[src/rtl/mdu_pkg.sv]
// Shared encodings for the iterative multiply/divide unit.
// The optional early-termination feature is selected with MDU_EARLY_TERM_EN.
package mdu_pkg;

   localparam int MDU_WIDTH = 32;

   localparam logic [1:0] MDU_MULT  = 2'd0;
   localparam logic [1:0] MDU_MULTU = 2'd1;
   localparam logic [1:0] MDU_DIV   = 2'd2;
   localparam logic [1:0] MDU_DIVU  = 2'd3;

   typedef enum logic [1:0] {
      IDLE = 2'd0,
      CALC = 2'd1,
      FIX  = 2'd2
   } state_e;

endpackage

[src/rtl/mdu_div_step.sv]
// One combinational restoring-division step: shift in a dividend bit, trial-subtract the divisor.
module mdu_div_step
   import mdu_pkg::*;
#(
   parameter int WIDTH = MDU_WIDTH
) (
   input  logic [WIDTH-1:0] rem_i,
   input  logic             dvd_bit_i,
   input  logic [WIDTH-1:0] dvs_i,
   output logic [WIDTH-1:0] rem_o,
   output logic             q_o
);

   logic [WIDTH:0] shifted;

   // The restored remainder is always below the divisor, so modular WIDTH-bit subtraction is exact.
   always_comb begin
      shifted = {rem_i, dvd_bit_i};
      q_o     = (shifted >= {1'b0, dvs_i});
      rem_o   = q_o ? (shifted[WIDTH-1:0] - dvs_i) : shifted[WIDTH-1:0];
   end

endmodule

[src/rtl/mdu_seq.sv]
// Iterative MULT/MULTU/DIV/DIVU unit feeding the HI/LO registers, with MTHI/MTLO write-through.
// Define MDU_EARLY_TERM_EN to let multiplies finish once the remaining multiplier bits are zero.
module mdu_seq
   import mdu_pkg::*;
#(
   parameter int WIDTH = MDU_WIDTH,
   parameter int CNT_W = 6
) (
   input  logic             clk,
   input  logic             reset_n,
   input  logic             start,
   input  logic [1:0]       op,
   input  logic [WIDTH-1:0] a,
   input  logic [WIDTH-1:0] b,
   input  logic             hi_wr,
   input  logic             lo_wr,
   input  logic [WIDTH-1:0] wdata,
   output logic             busy,
   output logic             done,
   output logic             div_zero,
   output logic [WIDTH-1:0] hi,
   output logic [WIDTH-1:0] lo
);

   state_e               state_q, state_d;
   logic [CNT_W-1:0]     cnt_q, cnt_d;
   logic [2*WIDTH-1:0]   acc_q, acc_d;
   logic [WIDTH-1:0]     mcand_q, mcand_d;
   logic [WIDTH-1:0]     mplier_q, mplier_d;
   logic [1:0]           op_q, op_d;
   logic                 sa_q, sa_d;
   logic                 sb_q, sb_d;
   logic                 dz_q, dz_d;
   logic                 done_q, done_d;
   logic [WIDTH-1:0]     hi_q, hi_d;
   logic [WIDTH-1:0]     lo_q, lo_d;

   logic [WIDTH-1:0]     rem_nxt;
   logic                 q_bit;
   logic [WIDTH:0]       sum;
   logic [2*WIDTH-1:0]   prod;
   logic                 is_signed;
   logic                 is_div;
   logic                 last;

   function automatic logic [WIDTH-1:0] neg_if(input logic [WIDTH-1:0] v, input logic n);
      return n ? (~v + WIDTH'(1)) : v;
   endfunction

   function automatic logic [2*WIDTH-1:0] neg_if2(input logic [2*WIDTH-1:0] v, input logic n);
      return n ? (~v + (2*WIDTH)'(1)) : v;
   endfunction

   mdu_div_step #(.WIDTH(WIDTH)) u_div_step (
      .rem_i     (acc_q[2*WIDTH-1:WIDTH]),
      .dvd_bit_i (acc_q[WIDTH-1]),
      .dvs_i     (mcand_q),
      .rem_o     (rem_nxt),
      .q_o       (q_bit)
   );

   always_comb begin
      state_d   = state_q;
      cnt_d     = cnt_q;
      acc_d     = acc_q;
      mcand_d   = mcand_q;
      mplier_d  = mplier_q;
      op_d      = op_q;
      sa_d      = sa_q;
      sb_d      = sb_q;
      dz_d      = dz_q;
      done_d    = 1'b0;
      hi_d      = hi_q;
      lo_d      = lo_q;
      is_signed = (op == MDU_MULT) || (op == MDU_DIV);
      is_div    = op[1];
      last      = 1'b0;
      prod      = acc_q;
      sum       = {1'b0, acc_q[2*WIDTH-1:WIDTH]} + {1'b0, (mplier_q[0] ? mcand_q : '0)};

      case (state_q)
         IDLE: begin
            if (hi_wr) hi_d = wdata;
            if (lo_wr) lo_d = wdata;
            if (start) begin
               op_d  = op;
               cnt_d = '0;
               sa_d  = is_signed & a[WIDTH-1];
               sb_d  = is_signed & b[WIDTH-1];
               dz_d  = is_div && (b == '0);
               if (dz_d) begin
                  // Raw dividend parked in the low half so FIX can return it untouched.
                  acc_d    = {{WIDTH{1'b0}}, a};
                  mcand_d  = '0;
                  mplier_d = '0;
                  state_d  = FIX;
               end else if (is_div) begin
                  acc_d    = {{WIDTH{1'b0}}, neg_if(a, sa_d)};
                  mcand_d  = neg_if(b, sb_d);
                  mplier_d = '0;
                  state_d  = CALC;
               end else begin
                  acc_d    = '0;
                  mcand_d  = neg_if(a, sa_d);
                  mplier_d = neg_if(b, sb_d);
                  state_d  = CALC;
               end
            end
         end
         CALC: begin
            cnt_d = cnt_q + CNT_W'(1);
            if (op_q[1]) begin
               acc_d = {rem_nxt, acc_q[WIDTH-2:0], q_bit};
            end else begin
               acc_d    = {sum, acc_q[WIDTH-1:1]};
               mplier_d = mplier_q >> 1;
            end
            last = (cnt_q == CNT_W'(WIDTH - 1));
`ifdef MDU_EARLY_TERM_EN
            if (!op_q[1] && (mplier_q[WIDTH-1:1] == '0)) last = 1'b1;
`endif
            if (last) state_d = FIX;
         end
         FIX: begin
            state_d = IDLE;
            done_d  = 1'b1;
            if (dz_q) begin
               hi_d = acc_q[WIDTH-1:0];
               lo_d = '1;
            end else if (op_q[1]) begin
               lo_d = neg_if(acc_q[WIDTH-1:0], sa_q ^ sb_q);
               hi_d = neg_if(acc_q[2*WIDTH-1:WIDTH], sa_q);
            end else begin
`ifdef MDU_EARLY_TERM_EN
               // Partial product still sits WIDTH-cnt positions high after an early exit.
               prod = acc_q >> (WIDTH - int'(cnt_q));
`else
               prod = acc_q;
`endif
               prod = neg_if2(prod, sa_q ^ sb_q);
               hi_d = prod[2*WIDTH-1:WIDTH];
               lo_d = prod[WIDTH-1:0];
            end
         end
         default: state_d = IDLE;
      endcase
   end

   always_ff @(posedge clk or negedge reset_n) begin
      if (!reset_n) begin
         state_q  <= IDLE;
         cnt_q    <= '0;
         acc_q    <= '0;
         mcand_q  <= '0;
         mplier_q <= '0;
         op_q     <= '0;
         sa_q     <= 1'b0;
         sb_q     <= 1'b0;
         dz_q     <= 1'b0;
         done_q   <= 1'b0;
         hi_q     <= '0;
         lo_q     <= '0;
      end else begin
         state_q  <= state_d;
         cnt_q    <= cnt_d;
         acc_q    <= acc_d;
         mcand_q  <= mcand_d;
         mplier_q <= mplier_d;
         op_q     <= op_d;
         sa_q     <= sa_d;
         sb_q     <= sb_d;
         dz_q     <= dz_d;
         done_q   <= done_d;
         hi_q     <= hi_d;
         lo_q     <= lo_d;
      end
   end

   assign busy     = (state_q != IDLE);
   assign done     = done_q;
   assign div_zero = dz_q;
   assign hi       = hi_q;
   assign lo       = lo_q;

endmodule

[config.mk]
export PLATFORM = sky130hd
export DESIGN_NAME = mdu_seq
export DESIGN_NICKNAME = d
export VERILOG_FILES = /design/src/rtl/mdu_pkg.sv /design/src/rtl/mdu_div_step.sv /design/src/rtl/mdu_seq.sv
export SDC_FILE = /design/constraint.sdc
export NUM_CORES = 1
export LEC_CHECK = 0
export CAP_MARGIN = 5
export CORE_MARGIN = 4
export CORE_UTILIZATION = 35
export CTS_CLUSTER_DIAMETER = 60
export CTS_CLUSTER_SIZE = 16
export DETAILED_ROUTE_END_ITERATION = 8
export GPL_TIMING_DRIVEN = 0
export PLACE_DENSITY = 0.62
export SLEW_MARGIN = 20
export SYNTH_ARGS = -nofsm -noshare
export SYNTH_HDL_FRONTEND = slang
export SYNTH_SLANG_ARGS = --single-unit
export TNS_END_PERCENT = 20
[constraint.sdc]
create_clock -name clk -period 3.7 [get_ports clk]
set_input_delay 0.74 -clock clk [delete_from_list [all_inputs] [get_ports clk]]
set_output_delay 0.74 -clock clk [all_outputs]
set_load 0.05 [all_outputs]
==> impl_metrics.csv <==
group,metric,value,unit
outcome,outcome,"complete, no violations",
timing,finalCritPeriodShare,99.81,%
critical_path,cp_slowest_cell,"or4_4",
cells_and_area,finalNetCount,2446,
die,die_area,50820,um^2
timing,drv_slew,0,
grt,grt_start_max_net_pins,79,
detailed_routing,ant_nets,0,
placement,place_inst,2846,
yosys,ys_seq_elements,205,
placement,hpwlAfterDp,53.08,mm
timing,slew_headroom,24.19,%
power,vdd_ir_drop_max,0.0004101,V
yosys,yosys_warnings,0,
critical_path,path_cells,"or4_4 -> or4_4 -> or3_2 -> o21ai_1 -> a21oi_1 -> a31oi_2 -> a41oi_1 -> xnor2_1 -> o21ai_0",
yosys,synth_nets,2245,
grt,grt_use_met1,36.04,%
critical_path,path_class,"flip-flop to flip-flop",
timing,clock.fmax,0.2708,GHz
yosys,syn_area,16550,um^2
timing,clock_skew,0.02885,ns
detailed_routing,drt_first_iter_violations,2072,
grt,grt_util_met2,39.54,%
power,leakagePower,8.161,nW
min_path,hold_path_class,"input port to async pin",
detailed_routing,firstDrtPassIters,6,
yosys,synth_flop_cell,"dfrtp_1",
yosys,yosys.area_share.simple,18.26,%
clock_network,clkTransAtPathRegs,0.07,ns
grt,grt_pass1_wl,101.9,mm
timing,rsz0062_at_grt,"true",
detailed_routing,wl,67.52,mm
yosys,synth_area_leader_cell,"dfrtp_1",
cells_and_area,finalNonFillerCells,2900,
detailed_routing,wire_per_inst,23.28,um
yosys,yosys.area.top_type_share,31.00,%
power,power_density,1020,nW/um^2
timing,worstMarginPinSlew,1.127,ns
clock_network,clock_sinks,205,
grt,grt_util_met3,4.702,%
critical_path,critical_path_arrival,4.12,ns
grt,grt.busiest_layer,"met2",
yosys,synth_enable_flop_cells,0,
critical_path,crit_fanout,7,
yosys,synthArstFlopShare,100.0,%
clock_network,cts_root_buf,"clkbuf_16",
critical_path,cpPeakStageDelay,0.57,ns
yosys,yosys.area_share.xor_xnor,10.64,%
timing,hold_viol,0,
die,ios,170,
grt,antenna_found_initial,2,
timing,holdWs,0.06942,ns
clock_network,clockBufferDepth,3,
die,rows,79,
placement,port-buffer-count,166,
clock_network,h-tree-depth,1,
detailed_routing,drc,0,
cells_and_area,syn2layout_area_growth,21.96,%
timing,finalSetupViolCount,0,
yosys,synthAdderAreaFrac,5.460,%
die,floorplan.initialDensity,35.46,%
detailed_routing,num_vias,17540,
placement,gp_congestion,0.9768,
grt,gr-total-overflow,0,
critical_path,critPathCaptureType,"flip-flop",
clock_network,clk_latency,0.58,ns
clock_network,cts-buffers-inserted,26,
critical_path,crit_required,4.12,ns
yosys,synth_cells,2071,
die,fp.dieH,225.4,um
yosys,synth_compound_area_share,26.68,%
grt,grt_pass1_vias,16830,
yosys,syn_area_per_cell,7.989,um^2
clock_network,cts_tree,"yes",
timing,period_needed,3.693,ns
yosys,netlist-cell-type-count,77,
yosys,synthMuxAreaShare,3.289,%
yosys,netlist_top_cells_area,"dfrtp_1, o21ai_0, xnor2_1, a21oi_1, ha_1",
die,core-area,46650,um^2
cells_and_area,drive_gt1_share,6.457,%
critical_path,crit_top_cell,"or4_4",
run,cap_violations,0,
critical_path,r2r_slack,0.007,ns
yosys,synth_top_family_by_area,"compound AO/OA/AOI/OAI gates",
grt,grt_use_total,25.46,%
detailed_routing,viasPerCell,6.049,
yosys,yosysSeqAreaShare,31.00,%
critical_path,cp-start-kind,"flip-flop",
die,die_w,225.4,um
[stage by stage]
stage	util [%]	setup TNS, ns	instance area, um^2	total power, W	worst slack (ns)
6_report	43.25	0	20180	0.02059	0.006974
3_5_place_dp	40.78	-50.37	19030	0.01738	-0.9265
3_3_place_gp	40.65	-1499.28	18970	0.01721	-7.115
5_1_grt	43.25	-0.1367	20180	0.02182	-0.1155
4_1_cts	42.91	-0.03003	20020	0.02016	-0.01819
2_1_floorplan	-	0	16550	0.01308	0.2118
[per-layer routing]
| layer | vias to the layer above | part of all wire, % |
|---|---|---|
| met4 | 2 | 3.9 |
| met1 | 8517 | 43 |
| met3 | 146 | 8.9 |
| met5 | - | 0.019 |
| met2 | 887 | 44 |
| li1 | 7991 | - |
[registers in the layout, indices dropped and copies added (netlist names)]
| signal | count |
|---|---|
| sb_q | 1 |
| acc_q | 64 |
| div_zero | 1 |
| done | 1 |
| mplier_q | 32 |
| sa_q | 1 |
| lo | 32 |
| cnt_q | 6 |
| op_q | 1 |
| hi | 32 |
| mcand_q | 32 |
| state_q | 2 |
[cell usage in the layout, fill, tap and decap left out, types with 12 or more instances in the layout]
cell	instances
nand2b_1	20
inv_1	64
mux2i_1	24
nor4_1	16
or3_1	25
a21o_1	25
a222oi_1	14
and3_1	16
nor2_1	204
o31ai_1	16
nand4_1	12
ha_1	69
a21oi_1	178
a221oi_1	28
o21ai_0	206
a22oi_1	32
mux2_2	27
dfrtp_1	201
clkdlybuf4s50_1	165
o221ai_1	12
a211oi_1	15
clkbuf_1	113
nand3_1	26
nor2b_1	15
nand2_1	177
clkbuf_16	26
o22ai_1	60
nor3_1	40
xor2_1	95
xnor2_1	106
o211ai_1	13
and2_1	37
[power by group]
| group | internal (W) | leakage (nW) | switching [W] | total, W |
|---|---|---|---|---|
| sequential | 0.00327 | 2.51 | 0.00123 | 0.00451 |
| combinational | 0.00487 | 5.23 | 0.00859 | 0.0135 |
| clock | 0.00140 | 0.419 | 0.00123 | 0.00263 |
| total | 0.00954 | 8.16 | 0.0110 | 0.0206 |
[worst max-delay path, delay by kind of cell, from the launching register on]
| family | cells | cell delay [ns] |
|---|---|---|
| and+or+nand+nor | 3 | 1.55 |
| AOI/OAI and AO/OA | 5 | 1.09 |
| DFF | 1 | 0.54 |
| xor gates and xnor gates | 1 | 0.34 |
[worst paths after layout]
check | startpoint | to | cells past startpoint
max in group asynchronous | reset_n | acc_q[49]$_DFFE_PN0P_ | 3
min | reset_n | acc_q[11]$_DFFE_PN0P_ | 1
min in group clk | lo[23]$_DFFE_PN0P_ | lo[23]$_DFFE_PN0P_ | 2
max | acc_q[9]$_DFFE_PN0P_ | hi[11]$_DFFE_PN0P_ | 9
max reg2reg | acc_q[9]$_DFFE_PN0P_ | hi[11]$_DFFE_PN0P_ | 9
min reg2reg | lo[23]$_DFFE_PN0P_ | lo[23]$_DFFE_PN0P_ | 2
[final cells by class]
class / count / area [um^2]
clock inverters: 18 / 188.9
flip-flops and latches: 205 / 5135
well taps: 607 / 759.5
fillers: 4784 / 26480
multi-input cells: 1665 / 10860
plain buffers: 132 / 523.0
clock buffers: 30 / 685.7
inverters: 66 / 247.7
diodes: 1 / 2.502
repair buffers: 176 / 1782
[cell families (layout without fill, tap and decap cells)]
kind of cell,count (synthesis),after routing
and+or+nand+nor,636,636
AOI/OAI and AO/OA,706,706
muxes,51,51
adders and majority gates,71,71
buffers and inverters,201,422
xor gates and xnor gates,201,201
DFF,205,205
other,0,1
[timing repair]
action                                 CTS  global route
setup buffers                            0             8
endpoints found under the hold margin    0             0
setup endpoints to repair               72            64
resized for setup                       29            27
pin swaps                                2             8
hold buffers                             0             0
[synthesized netlist by cell type (14+ instances only)]
| cell | n |
|---|---|
| a211oi_1 | 16 |
| a21o_1 | 25 |
| a21oi_1 | 180 |
| a221oi_1 | 28 |
| a222oi_1 | 14 |
| a22oi_1 | 33 |
| a31oi_1 | 15 |
| and2_1 | 37 |
| and3_1 | 16 |
| clkbuf_1 | 118 |
| dfrtp_1 | 205 |
| ha_1 | 69 |
| inv_1 | 65 |
| mux2_2 | 27 |
| mux2i_1 | 24 |
| nand2_1 | 178 |
| nand2b_1 | 20 |
| nand3_1 | 26 |
| nor2_1 | 204 |
| nor2b_1 | 15 |
| nor3_1 | 41 |
| nor4_1 | 20 |
| o21ai_0 | 212 |
| o22ai_1 | 60 |
| o31ai_1 | 18 |
| or3_1 | 25 |
| xnor2_1 | 106 |
| xor2_1 | 95 |
Note: power is estimated with default switching activity, not from simulation.
